### config.mk
export PLATFORM = sky130hd
export DESIGN_NAME = fetch_pc_predict
export DESIGN_NICKNAME = d
export VERILOG_FILES = /design/src/rtl/fetch_pc_predict.sv
export SDC_FILE = /design/constraint.sdc
export NUM_CORES = 1
export LEC_CHECK = 0
export ABC_AREA = 1
export CAP_MARGIN = 20
export CORE_UTILIZATION = 43
export DETAILED_ROUTE_END_ITERATION = 12
export MAX_ROUTING_LAYER = met4
export PLACE_DENSITY = 0.89
export SYNTH_ARGS = -nofsm -noshare
export SYNTH_HDL_FRONTEND = slang
export SYNTH_SLANG_ARGS = --single-unit
### constraint.sdc
create_clock -name clk -period 2.9 [get_ports clk]
set_clock_uncertainty 0.1 [all_clocks]
set_input_delay 0.58 -clock clk [delete_from_list [all_inputs] [get_ports clk]]
set_output_delay 0.58 -clock clk [all_outputs]
set_load 0.02 [all_outputs]
### src/rtl/fetch_pc_predict.sv
// Fetch-stage PC selection and next-PC prediction with a circular return-address stack.
// Misprediction corrections from the memory and writeback stages override the predicted PC.
module fetch_pc_predict #(
  parameter int                  WORD_W    = 32,
  parameter int                  RAS_DEPTH = 4,
  parameter logic [WORD_W-1:0]   RESET_PC  = '0,
  parameter logic [7:0]          IJXX      = 8'h07,
  parameter logic [7:0]          ICALL     = 8'h08,
  parameter logic [7:0]          IRET      = 8'h09
) (
  input  logic                         clk,
  input  logic                         rst,
  input  logic                         F_stall_i,
  input  logic                         f_valid_i,
  input  logic [7:0]                   f_icode_i,
  input  logic [WORD_W-1:0]            f_valC_i,
  input  logic [WORD_W-1:0]            f_valP_i,
  input  logic [7:0]                   M_icode_i,
  input  logic                         M_Cnd_i,
  input  logic [WORD_W-1:0]            M_valA_i,
  input  logic [7:0]                   W_icode_i,
  input  logic [WORD_W-1:0]            W_valM_i,
  input  logic [WORD_W-1:0]            W_retpred_i,
  output logic [WORD_W-1:0]            f_pc_o,
  output logic [WORD_W-1:0]            f_predPC_o,
  output logic [WORD_W-1:0]            f_retpred_o,
  output logic                         f_redirect_o,
  output logic [$clog2(RAS_DEPTH):0]   ras_count_o
);

  localparam int PW = $clog2(RAS_DEPTH);
  localparam int CW = PW + 1;
  localparam logic [CW-1:0] COUNT_FULL = CW'(RAS_DEPTH);

  logic [WORD_W-1:0] pred_pc_reg;
  logic [PW-1:0]     ras_ptr_reg, ras_ptr_next;
  logic [CW-1:0]     ras_count_reg, ras_count_next;
  logic [WORD_W-1:0] ras_mem [RAS_DEPTH];

  logic              jxx_mispred, ret_mispred;
  logic              ras_nonempty;
  logic [WORD_W-1:0] ras_top;
  logic              load_pc, take_effect, do_push, do_pop;
  logic [PW-1:0]     base_ptr;
  logic [CW-1:0]     base_count;

  // Correction sources: not-taken branch first, then mispredicted return.
  always_comb begin
    jxx_mispred  = (M_icode_i == IJXX) && !M_Cnd_i;
    ret_mispred  = (W_icode_i == IRET) && (W_valM_i != W_retpred_i);
    f_redirect_o = jxx_mispred || ret_mispred;
    if (jxx_mispred)
      f_pc_o = M_valA_i;
    else if (ret_mispred)
      f_pc_o = W_valM_i;
    else
      f_pc_o = pred_pc_reg;
  end

  // The top of stack sits one below the write pointer.
  always_comb begin
    ras_nonempty = (ras_count_reg != '0);
    ras_top      = ras_mem[ras_ptr_reg - PW'(1)];
    f_retpred_o  = ras_nonempty ? ras_top : f_valP_i;
    if (f_valid_i && ((f_icode_i == IJXX) || (f_icode_i == ICALL)))
      f_predPC_o = f_valC_i;
    else if (f_valid_i && (f_icode_i == IRET) && ras_nonempty)
      f_predPC_o = ras_top;
    else
      f_predPC_o = f_valP_i;
  end

  always_comb begin
    load_pc     = !F_stall_i || f_redirect_o;
    take_effect = load_pc && f_valid_i;
    do_push     = take_effect && (f_icode_i == ICALL);
    do_pop      = take_effect && (f_icode_i == IRET);
  end

  // A redirect flushes the stack before this cycle's push/pop is applied,
  // so a pop on the flushed stack simply falls through.
  always_comb begin
    base_ptr       = f_redirect_o ? '0 : ras_ptr_reg;
    base_count     = f_redirect_o ? '0 : ras_count_reg;
    ras_ptr_next   = ras_ptr_reg;
    ras_count_next = ras_count_reg;
    if (load_pc) begin
      ras_ptr_next   = base_ptr;
      ras_count_next = base_count;
      if (do_push) begin
        ras_ptr_next   = base_ptr + PW'(1);
        ras_count_next = (base_count == COUNT_FULL) ? base_count : base_count + CW'(1);
      end else if (do_pop && (base_count != '0)) begin
        ras_ptr_next   = base_ptr - PW'(1);
        ras_count_next = base_count - CW'(1);
      end
    end
  end

  always_ff @(posedge clk or negedge rst) begin
    if (!rst) begin
      pred_pc_reg   <= RESET_PC;
      ras_ptr_reg   <= '0;
      ras_count_reg <= '0;
    end else begin
      if (load_pc)
        pred_pc_reg <= f_predPC_o;
      ras_ptr_reg   <= ras_ptr_next;
      ras_count_reg <= ras_count_next;
    end
  end

  // Entry storage needs no reset; only pointer and count qualify its contents.
  // When full, writing at the pointer overwrites the oldest entry.
  always_ff @(posedge clk) begin
    if (do_push)
      ras_mem[base_ptr] <= f_valP_i;
  end

  assign ras_count_o = ras_count_reg;

endmodule

==> summary.md, run 1 <==
| Metric | Value |
|---|---|
| Outcome | finished, violations left |
| Failing checks | negative setup slack |
| Number of global-route vias before repair | 10000 |
| Post-layout min period | 3.27 ns |
| Number of vias per cell | 5.59 |
| Power, Total | 7.87 mW |
| Final Non-Filler Cells | 1869 |
| Avg Synthesized Cell Area | 8.33 um^2 |
| VDD IR-drop max | 0.000466 V |
| Sequential area share after synthesis | 53.1% |
| Post-Place Setup Slack | -1.01 ns |
| Post-synth ARST share | 22.4% |
| CP required | 2.22 ns |
| # rows | 52 |
| Total Wirelength | 39800 um |
| All-Layer GR Usage | 33.7% |
| Synth Net Count | 1275 |
| First-pass GRT wire length | 53400 um |
| Critical path peak fanout | 7 |
| Crit start category | input pin |
| Initial antenna violation count | 0 |
| Cell taking the most area after synthesis | edfxtp_1 |
| Slew Viols, Final | 0 |
| Period Utilization, post-route | 113% |
| RSZ-0062 raised after global routing | yes |
| Synth top area share | 42.8% |
| GPL Wtd Cong | 0.930 |
| Root Driver | clkbuf_16 |
| R2r setup slk | 0.71 ns |
| CTS tree | built |
| Cts hold-fix bufs | 0 |
| Die Span Y | 146 um |
| Static Leak | 7.05 nW |
| HPWL Detailed | 23100 um |
| Ratio of cells with drive above 1 in the final layout | 41.8% |
| Post-DP Area | 0.0134 mm^2 |
| Synth Warn # | 0 |
| #FFs+latches synth | 165 |
| Worst-margin pin slew | 0.855 ns |
| Area growth, synth to finish | 76.7% |
| Cell area after synthesis | 0.00898 mm^2 |
| Commonest register cell after synthesis | edfxtp_1 |
| Worst hold path class | input pin to async pin |
| Grt ovf | 0 |
| Antenna Cells | 0 |
| Crit Path Class | input pin to output pin |
| # placed instances | 1746 |
| Worst r2r src | ras_ptr_reg[0]$_DFFE_PN0N_ |
| First DRT Iteration DRCs | 886 |
| DRT Pass-1 Iters | 5 |
| Element type at the critical path end | output pin |
| Routed wire per std cell | 21.3 um |
| Largest net degree at the start of global routing | 48 |
| DRC Markers | 0 |
| Port Buffers | 288 |
| Clock Path Buffers | 2 |
| Final core utilization | 77.9% |
| Reg2reg path depth | 10 |
| Clock input transition at the sequential cells of the worst setup and hold paths | 0.07 ns |
| Yosys cell types | 31 |
| Layout Nets | 1784 |
| Post-synth EDFFs | 128 |
| Largest cells by area after synthesis | edfxtp_1, nand2_1, dfrtp_1, nor2_1, a21oi_1 |
| CTS buffer count | 17 |
| Area of the core | 0.0204 mm^2 |
| Final instance area | 0.0159 mm^2 |
| Hold Vio Cnt, Final | 0 |
| Cells after Synth | 1078 |
| Fmax | 0.306 GHz |
| Arr. time, crit path | 2.59 ns |
| Io pins | 289 |
| Die X | 146 um |
| Max-cap violations | 0 |
| # setup viols final | 169 |
| DR vias | 10400 |
| Clk Latency, worst-skew pair | 0.43 ns |
| Die Area | 0.0215 mm^2 |
| Max reg flops | 128 |
| Filler instances | 1205 |
| FF-to-FF End | ras_mem[1][18]$_DFFE_PP_ |
| H-tree level count | 4 |
| Number of clock sinks | 165 |
| Detail Route Antenna Nets | 0 |
| Initial Util | 44.1% |
| Slew Limit Headroom | 43.0% |
| Setup ws final | -0.366 ns |
| PD cells | 497 mW/mm^2 |
## layout by cell type, fill, tap and decap left out, drive strengths merged, types with 23 or more instances in the layout
| cell | synthesis | routed |
|---|---|---|
| buf | 38 | 361 |
| nand2 | 281 | 281 |
| nor2 | 193 | 194 |
| edfxtp | 128 | 128 |
| a21oi | 104 | 104 |
| clkdlybuf4s50 | 0 | 102 |
| o21ai | 99 | 99 |
| inv | 74 | 76 |
| clkbuf | 21 | 55 |
| nand3 | 45 | 45 |
| dfrtp | 37 | 37 |
| dlygate4sd2 | 0 | 32 |
| xnor2 | 23 | 23 |
## logic make-up (layout without fill, tap and decap cells)
family	Yosys count	in the layout	share of synthesized area [%]
xor+xnor	23	23	2.24
simple gates	533	534	23.6
compound gates	215	215	13.3
fa+ha+maj	8	8	1.12
flops	165	165	53.1
buf+inv	134	654	6.61
## report_power, final
part	internal (mW)	total (mW)	switching [mW]
sequential	2.61	2.66	0.0588
combinational	1.20	2.84	1.64
clock	1.44	2.37	0.931
## per-stage QoR
stage	hold WS [ns]	TNS, ns
floorplan	0.184	0
global placement	0.360	-134.42
detailed placement	0.368	-147.66
CTS	0.186	-0.638
global route	0.210	-40.72
finish	0.152	-29.38
## synth_stat cells, types with 2 or more instances
library cell and count:
buf_4 7, dfrtp_1 37, buf_6 4, o21ai_2 6, nand4_1 2, nand3_1 44
inv_2 3, nand3b_1 4, buf_2 27, a21oi_2 17, o21ai_0 69, o21ai_1 24
o2bb2ai_1 6, edfxtp_1 128, inv_1 71, clkbuf_1 21, nor2_1 192, a31oi_1 6
xnor2_1 23, a21oi_1 87, nor4_1 4, nand2_1 280, ha_1 8
## how the worst max path moves through the flow
stage / startpoint / end / cells after the start
2_1_floorplan: W_valM_i[19] / ras_mem[0][0]$_DFFE_PP_ / 15
3_3_place_gp: W_valM_i[1] / f_pc_o[2] / 15
3_5_place_dp: W_valM_i[1] / f_pc_o[2] / 15
4_1_cts: W_valM_i[26] / f_pc_o[27] / 15
5_1_grt: W_retpred_i[8] / f_pc_o[22] / 15
6_report: W_retpred_i[8] / f_pc_o[22] / 15
## critical path, cell delays in order
cell and delay, ns:
clkdlybuf4s15_2 0.20, xnor2_2 0.28, nand2_1 0.11, nor2_1 0.12
nand2_1 0.08, nor2_2 0.14, nand2_2 0.09, nand3b_1 0.12
buf_6 0.17, buf_12 0.15, buf_8 0.13, o21ai_2 0.06
a21oi_2 0.11, nor2_1 0.06, buf_4 0.16
## area by class of cell
cell class / instances / area (um^2) / share of cell area (%)
Clock buffer: 19 / 433 / 2.73
Clock inverter: 12 / 178 / 1.12
Inverter: 75 / 294 / 1.85
Multi-Input combinational cell: 780 / 4640 / 29.3
Tap cell: 270 / 338 / 2.13
Timing Repair Buffer: 548 / 5200 / 32.8
Sequential cell: 165 / 4770 / 30.1
## repair_timing
item | CTS | global route
setup endpoints to repair | 230 | 222
pin swaps | 100 | 114
gates resized for setup | 748 | 267
cloned | 14 | 9
endpoints found under the hold margin | 0 | 0
setup buffers | 45 | 30
## metal layers
layer | global-route usage [%] | wire length, um
met5 | - | 0
met4 | 17.7 | 2420
met3 | 6.16 | 3690
met2 | 58.3 | 20100
met1 | 37.0 | 13600
(Power assumes the default switching activity.)
==> run 2, diff against run 1 <==
Settings changed: CORE_MARGIN set to 2, SLEW_MARGIN set to 30.
==> summary.md, run 2 (synthesized netlist as in run 1, its figures left out) <==
| Metric | Value |
|---|---|
| Clock input transition at the sequential cells of the worst setup and hold paths | 0.07 ns (about the same) |
| Ratio of cells with drive above 1 in the final layout | 42.6% (+0.87 points) |
| Max reg flops | 128 (unchanged) |
| Commonest non-fill, non-tap cells in the layout | buf_4, nand2_1, nor2_1 |
| RSZ-0062 raised after global routing | yes |
| DRT Pass-1 Iters | 5 (unchanged) |
| Largest net degree at the start of global routing | 48 (unchanged) |
| Crit Path Class | input pin to output pin |
| First-pass GRT wire length | 56900 um (+6.5%) |
| FF-to-FF End | pred_pc_reg[10]$_DFFE_PN0N_ |
| Critical path peak fanout | 5 (-2) |
| # setup viols final | 139 (-18%) |
| Number of vias per cell | 5.62 (+0.56%) |
| HPWL Detailed | 23500 um (+1.8%) |
| Routed wire per std cell | 22.0 um (+3.4%) |
| Worst hold path class | input pin to async pin |
| First DRT Iteration DRCs | 1066 (+20%) |
| GPL Wtd Cong | 0.923 (-0.77%) |
| Slew Viols, Final | 0 (unchanged) |
| Number of global-route vias before repair | 10500 (+5.1%) |
| VDD IR-drop max | 0.000563 V (+21%) |
| Multi-input logic area | 0.00464 mm^2 (-0.11%) |
| Hold slack | 0.140 ns (-0.0116 ns) |
| DR vias | 10700 (+2.5%) |
| Die Span Y | 148 um (+1.4%) |
| PD cells | 480 mW/mm^2 (-3.3%) |
| Arr. time, crit path | 2.56 ns (-0.03 ns) |
| Filler instances | 1126 (-6.6%) |
| Final Non-Filler Cells | 1906 (+2.0%) |
| Area growth, synth to finish | 80.2% |
| DRC Markers | 0 (unchanged) |
| Element type at the critical path end | output pin |
| # rows | 52 (unchanged) |
| Crit start category | input pin |
| Clk Latency, worst-skew pair | 0.43 ns (about the same) |
| Register area | 0.00477 mm^2 (about the same) |
| Detail Route Antenna Nets | 0 (unchanged) |
| R2r setup slk | 0.05 ns (-0.66 ns) |
| # placed instances | 1738 (-0.46%) |
| Initial Util | 44.1% (unchanged) |
| Post-layout min period | 3.24 ns (-0.0305 ns) |
| Failing checks | negative setup slack |
| Hold Vio Cnt, Final | 0 (unchanged) |
| Cts hold-fix bufs | 0 (unchanged) |
| Worst-margin pin slew | 0.814 ns (-0.0411 ns) |
| Initial antenna violation count | 4 (+4) |
| Port Buffers | 288 (unchanged) |
| Clock Path Buffers | 2 (unchanged) |
| Post-DP Area | 0.0134 mm^2 (about the same) |
| CTS buffer count | 17 (unchanged) |
| Layout Nets | 1816 (+1.8%) |
| Root Driver | clkbuf_16 |
| Die X | 148 um (+1.4%) |
| Worst r2r src | ras_ptr_reg[0]$_DFFE_PN0N_ |
| Total Wirelength | 41900 um (+5.4%) |
| Fmax | 0.309 GHz (+0.94%) |
| H-tree level count | 4 (unchanged) |
| Die Area | 0.0220 mm^2 (+2.7%) |
| All-Layer GR Usage | 34.9% (+1.2 points) |
| CTS tree | built |
| Number of clock sinks | 165 (unchanged) |
| Period Utilization, post-route | 112% (-1.1 points) |
| Area of the core | 0.0204 mm^2 (unchanged) |
| Grt ovf | 0 (unchanged) |
| Reg2reg path depth | 18 (+8) |
| Power, Total | 7.77 mW (-1.3%) |
| CP required | 2.22 ns (about the same) |
| Outcome | finished, violations left |
| Final instance area | 0.0162 mm^2 (+2.0%) |
| Commonest non-fill, non-tap cell in the layout | buf_4 |
| Setup ws final | -0.335 ns (+0.0305 ns) |
| Io pins | 289 (unchanged) |
| Slew Limit Headroom | 45.8% (+2.7 points) |
| Max-cap violations | 0 (unchanged) |
| Static Leak | 7.22 nW (+2.3%) |
==> run 2: layer usage <==
| metal | GRT usage [%] | wire [um] | up-vias |
|---|---|---|---|
| met2 | 59.5 | 20400 | 794 |
| met3 | 7.09 | 4150 | 219 |
| met1 | 37.4 | 14300 | 5030 |
| met5 | - | 0 | - |
| li1 | - | - | 4671 |
| met4 | 21.8 | 3060 | 0 |
==> run 2: worst max path at each step <==
| stage | startpoint | endpoint | depth (start not counted) | slack, ns |
|---|---|---|---|---|
| detailed placement | W_valM_i[23] | f_pc_o[26] | 14 | -0.87 |
| CTS | W_valM_i[25] | f_pc_o[28] | 16 | -0.13 |
| global placement | W_valM_i[0] | f_pc_o[20] | 15 | -0.86 |
| floorplan | W_valM_i[19] | ras_mem[0][0]$_DFFE_PP_ | 15 | 0.06 |
| finish | W_valM_i[1] | f_pc_o[8] | 18 | -0.34 |
| global route | W_valM_i[1] | f_pc_o[8] | 18 | -0.46 |
==> run 2: final cells by class <==
cell class	instances	share of cell area, %
Multi-Input combinational cell	779	28.7
Timing Repair Buffer	581	34.4
Clock buffer	17	2.63
Inverter	75	1.79
Antenna cell	4	0.0619
Sequential cell	165	29.5
Clock inverter	15	0.913
Tap cell	270	2.09
==> run 2: worst max-delay path: stages <==
cell	delay [ns]
clkbuf_2	0.11
inv_2	0.07
nand2_2	0.06
nand2_2	0.08
nand2_2	0.08
nor2_4	0.20
nand2_2	0.10
nor2_4	0.14
nand2_2	0.08
nand3b_1	0.12
buf_6	0.15
buf_8	0.15
buf_16	0.12
buf_8	0.11
o21ai_2	0.05
a21oi_1	0.11
nor2_1	0.06
buf_4	0.16
==> run 2: power by group <==
part           internal, mW  switching, mW  total, mW
sequential             2.60         0.0590       2.66
combinational          1.24           1.68       2.92
clock                  1.20          0.983       2.18
total                  5.05           2.72       7.77
==> run 2: metrics by stage <==
stage	TNS [ns]	utilization, %	setup WS, ns
2_1_floorplan	0	-	0.0609
3_3_place_gp	-128.64	65.7	-0.861
3_5_place_dp	-129.19	65.8	-0.873
4_1_cts	-2.08	76.3	-0.130
5_1_grt	-40.12	79.4	-0.459
6_report	-16.08	79.4	-0.335
==> run 2: timing repair <==
action / 4_1_cts / 5_1_grt
endpoints found under the hold margin: 0 / 0
pin swaps: 122 / 127
resized for setup: 738 / 261
setup buffers: 99 / 23
cloned: 18 / 4
endpoints found under the setup margin: 216 / 248
